$ cat src/rtl/arcade_input_cond.sv
// Player input conditioning: PS/2 held-key decode merged with both HPS joysticks,
// plus a rate-limited coin pulse shaper with a small pending-credit queue.
module arcade_input_cond #(
  parameter int COIN_CYCLES = 1_000_000,
  parameter int GAP_CYCLES  = 1_000_000
) (
  input  logic        clk_sys,
  input  logic        reset,
  input  logic [10:0] ps2_key,
  input  logic [15:0] joy1,
  input  logic [15:0] joy2,
  output logic [7:0]  btn1,
  output logic [7:0]  btn2,
  output logic        start1,
  output logic        start2,
  output logic        coin1,
  output logic [1:0]  coin_pending
);

  localparam int MAX_CYCLES = (COIN_CYCLES > GAP_CYCLES) ? COIN_CYCLES : GAP_CYCLES;
  localparam int CW         = (MAX_CYCLES > 1) ? $clog2(MAX_CYCLES) : 1;
  localparam logic [CW-1:0] COIN_LOAD = CW'(COIN_CYCLES - 1);
  localparam logic [CW-1:0] GAP_LOAD  = CW'(GAP_CYCLES - 1);

  // Held-key slots: [7:0] player 1, [15:8] player 2 (joy bit order),
  // [17:16] start1, [19:18] start2, [22:20] coin.
  localparam int NUM_KEYS = 23;
  localparam logic [7:0] KEY_CODE [NUM_KEYS] = '{
    8'h74, 8'h6B, 8'h72, 8'h75, 8'h14, 8'h11, 8'h29, 8'h12,
    8'h34, 8'h23, 8'h2B, 8'h2D, 8'h1C, 8'h1B, 8'h21, 8'h1D,
    8'h05, 8'h16, 8'h06, 8'h1E, 8'h76, 8'h2E, 8'h36
  };

  typedef enum logic [1:0] {
    S_IDLE,
    S_PULSE,
    S_GAP
  } coin_state_t;

  logic                tgl_q;
  logic                key_event;
  logic [NUM_KEYS-1:0] key_hit;
  logic [NUM_KEYS-1:0] held_q;
  logic                coin_raw;
  logic                raw_q;
  logic                coin_rise;
  coin_state_t         state_q;
  logic [CW-1:0]       cnt_q;
  logic                unused_bits;

  assign key_event = ps2_key[10] ^ tgl_q;

  genvar gi;
  generate
    for (gi = 0; gi < NUM_KEYS; gi++) begin : g_key_hit
      assign key_hit[gi] = key_event && (ps2_key[7:0] == KEY_CODE[gi]);
    end
  endgenerate

  // The extended flag is deliberately ignored so numpad and E0 arrows share a slot.
  assign unused_bits = ^{ps2_key[8], joy1[15:11], joy2[15:11]};

  always_ff @(posedge clk_sys) begin
    tgl_q <= ps2_key[10];
    if (reset) begin
      held_q <= '0;
    end else begin
      held_q <= (held_q & ~key_hit) | (key_hit & {NUM_KEYS{ps2_key[9]}});
    end
  end

  always_ff @(posedge clk_sys) begin
    if (reset) begin
      btn1   <= '0;
      btn2   <= '0;
      start1 <= 1'b0;
      start2 <= 1'b0;
    end else begin
      btn1   <= held_q[7:0]  | joy1[7:0];
      btn2   <= held_q[15:8] | joy2[7:0];
      start1 <= (|held_q[17:16]) | joy1[8] | joy2[8];
      start2 <= (|held_q[19:18]) | joy1[9] | joy2[9];
    end
  end

  assign coin_raw  = (|held_q[22:20]) | joy1[10] | joy2[10];
  assign coin_rise = coin_raw & ~raw_q;

  // raw_q tracks coin_raw even in reset so a coin held through reset never fires.
  always_ff @(posedge clk_sys) begin
    raw_q <= coin_raw;
  end

  always_ff @(posedge clk_sys) begin
    if (reset) begin
      state_q      <= S_IDLE;
      cnt_q        <= '0;
      coin1        <= 1'b0;
      coin_pending <= 2'd0;
    end else begin
      case (state_q)
        S_IDLE: begin
          if (coin_rise) begin
            state_q <= S_PULSE;
            cnt_q   <= COIN_LOAD;
            coin1   <= 1'b1;
          end
        end
        S_PULSE: begin
          if (coin_rise && coin_pending != 2'd3) begin
            coin_pending <= coin_pending + 2'd1;
          end
          if (cnt_q == '0) begin
            state_q <= S_GAP;
            cnt_q   <= GAP_LOAD;
            coin1   <= 1'b0;
          end else begin
            cnt_q <= cnt_q - 1'b1;
          end
        end
        S_GAP: begin
          if (cnt_q != '0) begin
            cnt_q <= cnt_q - 1'b1;
            if (coin_rise && coin_pending != 2'd3) begin
              coin_pending <= coin_pending + 2'd1;
            end
          end else if (coin_pending != 2'd0 || coin_rise) begin
            // A rise on the gap-end edge cancels the dequeue (or starts the pulse directly).
            state_q <= S_PULSE;
            cnt_q   <= COIN_LOAD;
            coin1   <= 1'b1;
            if (!coin_rise) begin
              coin_pending <= coin_pending - 2'd1;
            end
          end else begin
            state_q <= S_IDLE;
          end
        end
        default: begin
          state_q <= S_IDLE;
          coin1   <= 1'b0;
        end
      endcase
    end
  end

endmodule

$ cat config.mk
export PLATFORM = sky130hd
export DESIGN_NAME = arcade_input_cond
export DESIGN_NICKNAME = d
export VERILOG_FILES = /design/src/rtl/arcade_input_cond.sv
export SDC_FILE = /design/constraint.sdc
export NUM_CORES = 1
export LEC_CHECK = 0
export ABC_AREA = 1
export BUFFER_PORTS_ARGS = -buffer_cell sky130_fd_sc_hd__buf_2
export CORE_AREA = 2 2 94 96
export CTS_CLUSTER_DIAMETER = 200
export DETAILED_ROUTE_END_ITERATION = 10
export DIE_AREA = 0 0 96 98
export GPL_TIMING_DRIVEN = 0
export SLEW_MARGIN = 5
export SYNTH_ARGS = -nofsm -noshare
export SYNTH_HDL_FRONTEND = slang
export SYNTH_SLANG_ARGS = --single-unit
$ cat constraint.sdc
create_clock -name clk_sys -period 1.72 [get_ports clk_sys]
set_clock_uncertainty 0.15 [all_clocks]
set_input_delay 0 -clock clk_sys [delete_from_list [all_inputs] [get_ports clk_sys]]
set_output_delay 0 -clock clk_sys [all_outputs]
set_load 0.1 [all_outputs]
* Word-level counts from Yosys, hierarchy flattened
Cells that the tools add are included.
Storage, ports and cells: latch bits 0, word-level logic and storage cells 119, bits of input ports 45, memories 0, output and inout bits 21, register bits after elaboration 68, memory bits (writable) 0, memory bits (read-only) 0
Cells by class: $lt $le $gt $ge 0, reductions and logical operators 38, eq/ne operators 32, multiplexer cells 20, div/mod/pow operators 0, bitwise gates (word level) 15, shift-type cells 0, add/sub/neg operators 3, $mul 0
Operators by type and width (number):
- 2-to-1 mux 20 bit | 4
- == test 8 x 5 -> 1 bit, second input constant | 8
- == test 8 x 6 -> 1 bit, second input constant | 8
- case mux 20 bit (3 select lines) | 1
- bitwise AND 23 bit | 2
- == test 8 x 7 -> 1 bit, second input constant | 5
- logical AND 1 bit | 24
- NOT 23 bit | 1
- bitwise OR 23 bit | 1
- zero test 20 bit | 1
- nonzero test 20 bit | 1
- subtractor 20 x 1 -> 20 bit, second input constant | 1
- == test 8 x 3 -> 1 bit, second input constant | 2
- bitwise OR 8 bit | 2
- 2-to-1 mux 2 bit | 7
- inequality test 2 bit, second input constant | 5
- AND reduction 3 bit | 3
- inequality test 3 bit, second input constant | 2
- bitwise OR 1 bit | 6
- case mux 2 bit (3 select lines) | 1
- 2-to-1 mux 1 bit | 5
- case mux 2 bit (2 select lines) | 1
- AND reduction 4 bit | 1
- nonzero test 2 bit | 2
- other kinds (13) | 14

* Logic depth before layout (Yosys ltp)
depth in word-level cells 8, mapped depth 12, gate-level depth less buffers 11

* Worst setup path after synthesis
No wires, ideal clock.
kind reg-to-reg, start point register coin_pending[0], end point register cnt_q[15], arrival 2.177 ns, stages on the path, launching flop included 9, required time 1.500 ns, library setup time 0.070 ns, setup slack -0.677 ns, buffers on the path 1, clock period less this slack 2.397 ns, cells stage by stage dfxtp_1 > inv_1 > ha_1 > nand3_1 > nor2_1 > nor2_2 > buf_6 > nand3_1 > a21oi_1
On the way: word-level cells in the longest chain between the ends 4
RTL lines:
- start: declaration | RTL line 17 | output logic [1:0] coin_pending
- start signal: assignment | RTL line 111 | coin_pending <= coin_pending + 2'd1;
- start signal: assignment | RTL line 125 | coin_pending <= coin_pending + 2'd1;
- start signal: assignment | RTL line 133 | coin_pending <= coin_pending - 2'd1;
- nonzero test 2 bit | RTL line 127 | end else if (coin_pending != 2'd0 || coin_rise) begin
- logical OR 1 bit | RTL line 127
- inequality test 3 bit (no line)
- AND reduction 3 bit (no line)
- end signal: assignment | RTL line 118 | cnt_q <= cnt_q - 1'b1;
- end signal: assignment | RTL line 123 | cnt_q <= cnt_q - 1'b1;
- end: declaration | RTL line 48 | logic [CW-1:0] cnt_q;
Every way passes these cells. A chain may end at the register's enable or synchronous reset.

* Worst setup path after layout
start point register cnt_q[5], end point register cnt_q[18]
On the way: word-level cells in the longest chain between the ends 3
RTL lines:
- subtractor 20 x 1 -> 20 bit (tied with other cells) | RTL line 118, 123
- 2-to-1 mux 20 bit (tied with other cells) | RTL line 122 | if (cnt_q != '0) begin
- case mux 20 bit (3 select lines) or AND reduction 3 bit (tied branches)
Parallel ways exist; a longest one is shown, timed or not.

==> parameters.txt <==
Parameter                              Value

CTS
  Number of buffers on the longest clock path    2
  TritonCTS Sinks    just under 70
  Clock input transition at the sequential cells of the worst setup and hold paths    0.07 ns
  Clock tree from TritonCTS    built
  Clk Latency, worst-skew pair    roughly 0.34 ns
  Buffer type at the clock tree root    sky130_fd_sc_hd__clkbuf_8
  Deepest level of the CTS H-tree    3
  Number of buffers created by CTS    9
  Hold_buf cts    34

Synth
  Predominant post-synthesis flop cell    sky130_fd_sc_hd__dfxtp_1
  Sequential area share after synthesis    about 42%
  Number of register bits inferred by synthesis    between 60 and 70
  Most area-consuming cells after synthesis    sky130_fd_sc_hd__dfxtp_1 42%, sky130_fd_sc_hd__nand2_1 11%, sky130_fd_sc_hd__nor2_1 11%
  Area of the mapped netlist    3280 um2
  Post-synth cell types    28
  Area leader, netlist    sky130_fd_sc_hd__dfxtp_1
  Commonest cells in the netlist    100 x sky130_fd_sc_hd__nand2_1, 92 x sky130_fd_sc_hd__nor2_1, 68 x sky130_fd_sc_hd__dfxtp_1
  Post-Syn Instances    about 480
  Dominant cell by count in the synthesized netlist    sky130_fd_sc_hd__nand2_1
  Ys async rst share    0%
  Number of enable flip-flop cells after synthesis    0
  Synth top area share    about two fifths
  Syn nets    ~530
  Number of warning messages in the yosys log    0
  Average footprint of a synthesized cell    between 6 and 7 um2

Die
  DIE AREA    about 9400 um2
  Vert. Die Dim    slightly below 100 um
  Core Rows    34
  Top-level I/O count    66
  Placeable Area    8470 um2
  Initial Utilization    38.7%
  Width of the die    approximately 96 um

Detailed routing
  DRT Wirelength    between 8000 and 9000 um
  WL per Instance    between 10 and 15 um
  Post-route ant nets    0
  DRC errors left    0
  Average vias per placed instance    just under 5
  Total iterations of the first detailed-routing run    5
  Detail Route met2 WL    4300 um
  Metal-1 WL    4030 um
  Uppermost routed layer    met4
  Detailed-routed wire length on met3    approximately 310 um
  Count of vias placed by the detailed router    ~3400
  DRT iter0 DRCs    between 100 and 150

Power and ir drop
  Static Leakage    0.00199 uW
  Largest voltage drop on the vdd net    0.728 mV
  Cell-internal power    approximately 3600 uW
  Clock group share of total power    17.9%
  Proportion of total power due to net switching    43.5%
  Sequential group share of total power    31.7%
  Switch Pwr    about 2800 uW
  PD cells    1400 nW/um2
  Relative contribution of combinational cells to total power    between 50% and 60%

STA
  Final hold slack    -0.0289 ns
  RSZ-0062 raised after global routing    true
  Slew at the pin closest to its max-slew limit    around 0.62 ns
  Total Negative Setup Slacks    0 ns
  Share of the cycle needed by the critical path after routing    99.6%
  Final number of setup-violating endpoints    0
  Number of failing hold endpoints at the final stage    2
  Total count of max-transition violations in the final report    0
  Worst relative slew slack    58.8%
  Worst Setup Slack, final    0.00698 ns
  Max Clk Rate    584 MHz
  Post-layout min period    approximately 1.7 ns

Job
  Number of max-capacitance violations reported    0

Cells and area
  Final core utilization    54.4%
  Final Net Count    643
  Filler cell count in the final layout    a little over 800
  Antenna Diode Count    0
  Register area    around 1400 um2
  Area Growth Syn to Fin    40.5%
  Share of cells above drive strength 1    27.9%
  Final non-filler cell area    ~4600 um2
  Area of combinational cells with multiple inputs    around 1900 um2

Placed design
  Last weighted congestion value of the routability-driven placer    roughly 0.82
  Setup slack after placement    -0.304 ns
  Count of buffers inserted at the top-level ports    54
  Post-placement cell area    between 3000 and 4000 um2
  Total half-perimeter wirelength after legalization and detailed placement    5900 um

Global route
  Total global routing track utilization    between 10% and 20%
  Largest net degree at the start of global routing    11
  Antenna violations before repair    0
  Final global-route overflow total    0
  Vias in the first global route    3199
  First-pass GRT wire length    roughly 14000 um

Worst setup path
  Cell type with the highest occurrence count on the critical path    sky130_fd_sc_hd__nor2_4
  Register-to-Register Setup Slack    0.007 ns
  Maximum fanout along the worst path    5
  Critical Path Start Type    register
  Delay of the slowest cell on the worst path    roughly 0.36 ns
  CP arrival    between 1.5 and 2 ns
  Cells traversed along the worst timing path    nor2_4 -> nand2_2 -> nor2_8 -> nand3_4 -> o21bai_4 -> nor2_4 -> buf_4 -> a21oi_1
  Kind of capture point of the worst setup path    register
  Endpoint required time on the critical path    1.85 ns
  Start-to-end type of the worst setup path    register to register
  Worst-path cell with the longest stage delay    sky130_fd_sc_hd__dfxtp_2

Status
  Status    complete, but fails checks
  Violations in the final reports    hold timing

Min path
  Hold WC Path Type    input port to register
cells by family after synthesis:
kind of cell	share of synthesized area, %
adders and majority gates	2.67
DFF	41.5
buffers and inverters	7.45
AOI/OAI and AO/OA	14.3
xor gates and xnor gates	2.67
and+or+nand+nor	31.4
worst max-delay path: cells and delay by family (launching register included):
family / cells / cell delay (ns)
buffers and inverters: 1 / 0.16
AND/OR/NAND/NOR: 5 / 0.62
flip-flops: 1 / 0.36
AO/OA/AOI/OAI: 2 / 0.35
timing repair:
action,in CTS,in global routing
setup endpoints to repair,25,41
pin swaps,9,12
hold endpoints to repair,42,1
setup buffers,12,5
gates cloned,0,1
resized for setup,21,63
placed cells by master (no fill, tap or decap), types with 2 or more instances in the layout:
cell,synthesis,final
sky130_fd_sc_hd__buf_2,0,55
sky130_fd_sc_hd__nor3_2,0,3
sky130_fd_sc_hd__nand3_4,1,2
sky130_fd_sc_hd__nor2_4,1,12
sky130_fd_sc_hd__nor3_1,6,3
sky130_fd_sc_hd__nor2_2,5,7
sky130_fd_sc_hd__nand2_1,100,86
sky130_fd_sc_hd__ha_4,0,3
sky130_fd_sc_hd__a21oi_1,45,42
sky130_fd_sc_hd__buf_6,2,4
sky130_fd_sc_hd__nand2_4,1,2
sky130_fd_sc_hd__or2_2,3,2
sky130_fd_sc_hd__dfxtp_2,0,13
sky130_fd_sc_hd__clkbuf_8,0,10
sky130_fd_sc_hd__clkbuf_1,10,10
sky130_fd_sc_hd__dfxtp_4,0,4
sky130_fd_sc_hd__o21ai_0,39,32
sky130_fd_sc_hd__nand3_1,19,18
sky130_fd_sc_hd__inv_1,49,44
sky130_fd_sc_hd__o21ai_2,0,3
sky130_fd_sc_hd__xor2_1,4,4
sky130_fd_sc_hd__nand2_2,1,13
sky130_fd_sc_hd__buf_4,0,15
sky130_fd_sc_hd__ha_2,0,2
sky130_fd_sc_hd__o21ai_1,0,4
sky130_fd_sc_hd__dlygate4sd3_1,0,34
sky130_fd_sc_hd__dfxtp_1,68,51
sky130_fd_sc_hd__nand4_1,6,6
sky130_fd_sc_hd__xnor2_1,6,6
sky130_fd_sc_hd__a21oi_2,0,3
sky130_fd_sc_hd__nor2_1,92,79
sky130_fd_sc_hd__nor4_1,3,3
sky130_fd_sc_hd__inv_2,0,4
sky130_fd_sc_hd__ha_1,7,2
layout make-up:
type                            count  share of cell area (%)
Tap cell                          108                    2.94
Sequential cell                    68                    30.3
Inverter                           49                    4.05
Buffer                             11                    1.25
Clock inverter                      2                   0.272
Multi-Input combinational cell    346                    41.5
Clock buffer                       12                    3.15
Timing Repair Buffer              106                    16.6
final timing paths:
kind / start / endpoint / depth (start not counted)
setup reg to reg: cnt_q[5]$_SDFFE_PP0P_ / cnt_q[18]$_SDFFE_PP0P_ / 8
hold / removal: ps2_key[7] / register / 5
hold reg to reg: register / register / 2
setup / recovery: cnt_q[5]$_SDFFE_PP0P_ / cnt_q[18]$_SDFFE_PP0P_ / 8
metal layers:
metal	track usage [%]	up-vias
li1	-	1757
met1	25.2	1558
met2	29.9	62
met3	3.63	19
met4	9.67	0
met5	0	-
through the flow:
| step | cells | power, uW |
|---|---|---|
| detailed placement | 637 | 4460 |
| finish | 702 | 6440 |
| global placement | 637 | 4420 |
| global route | 702 | 6890 |
| floorplan | 475 | 3960 |
| CTS | 696 | 6030 |
power groups by stage:
stage | clock (uW) | combinational [uW] | sequential [uW]
after floorplan | 0 | 1710 | 2250
after global placement | 0 | 2430 | 1980
after detailed placement | 0 | 2470 | 1990
after CTS | 1180 | 2880 | 1970
after global routing | 1250 | 3570 | 2080
final | 1160 | 3240 | 2040
Note: power is estimated with default switching activity, not from simulation.
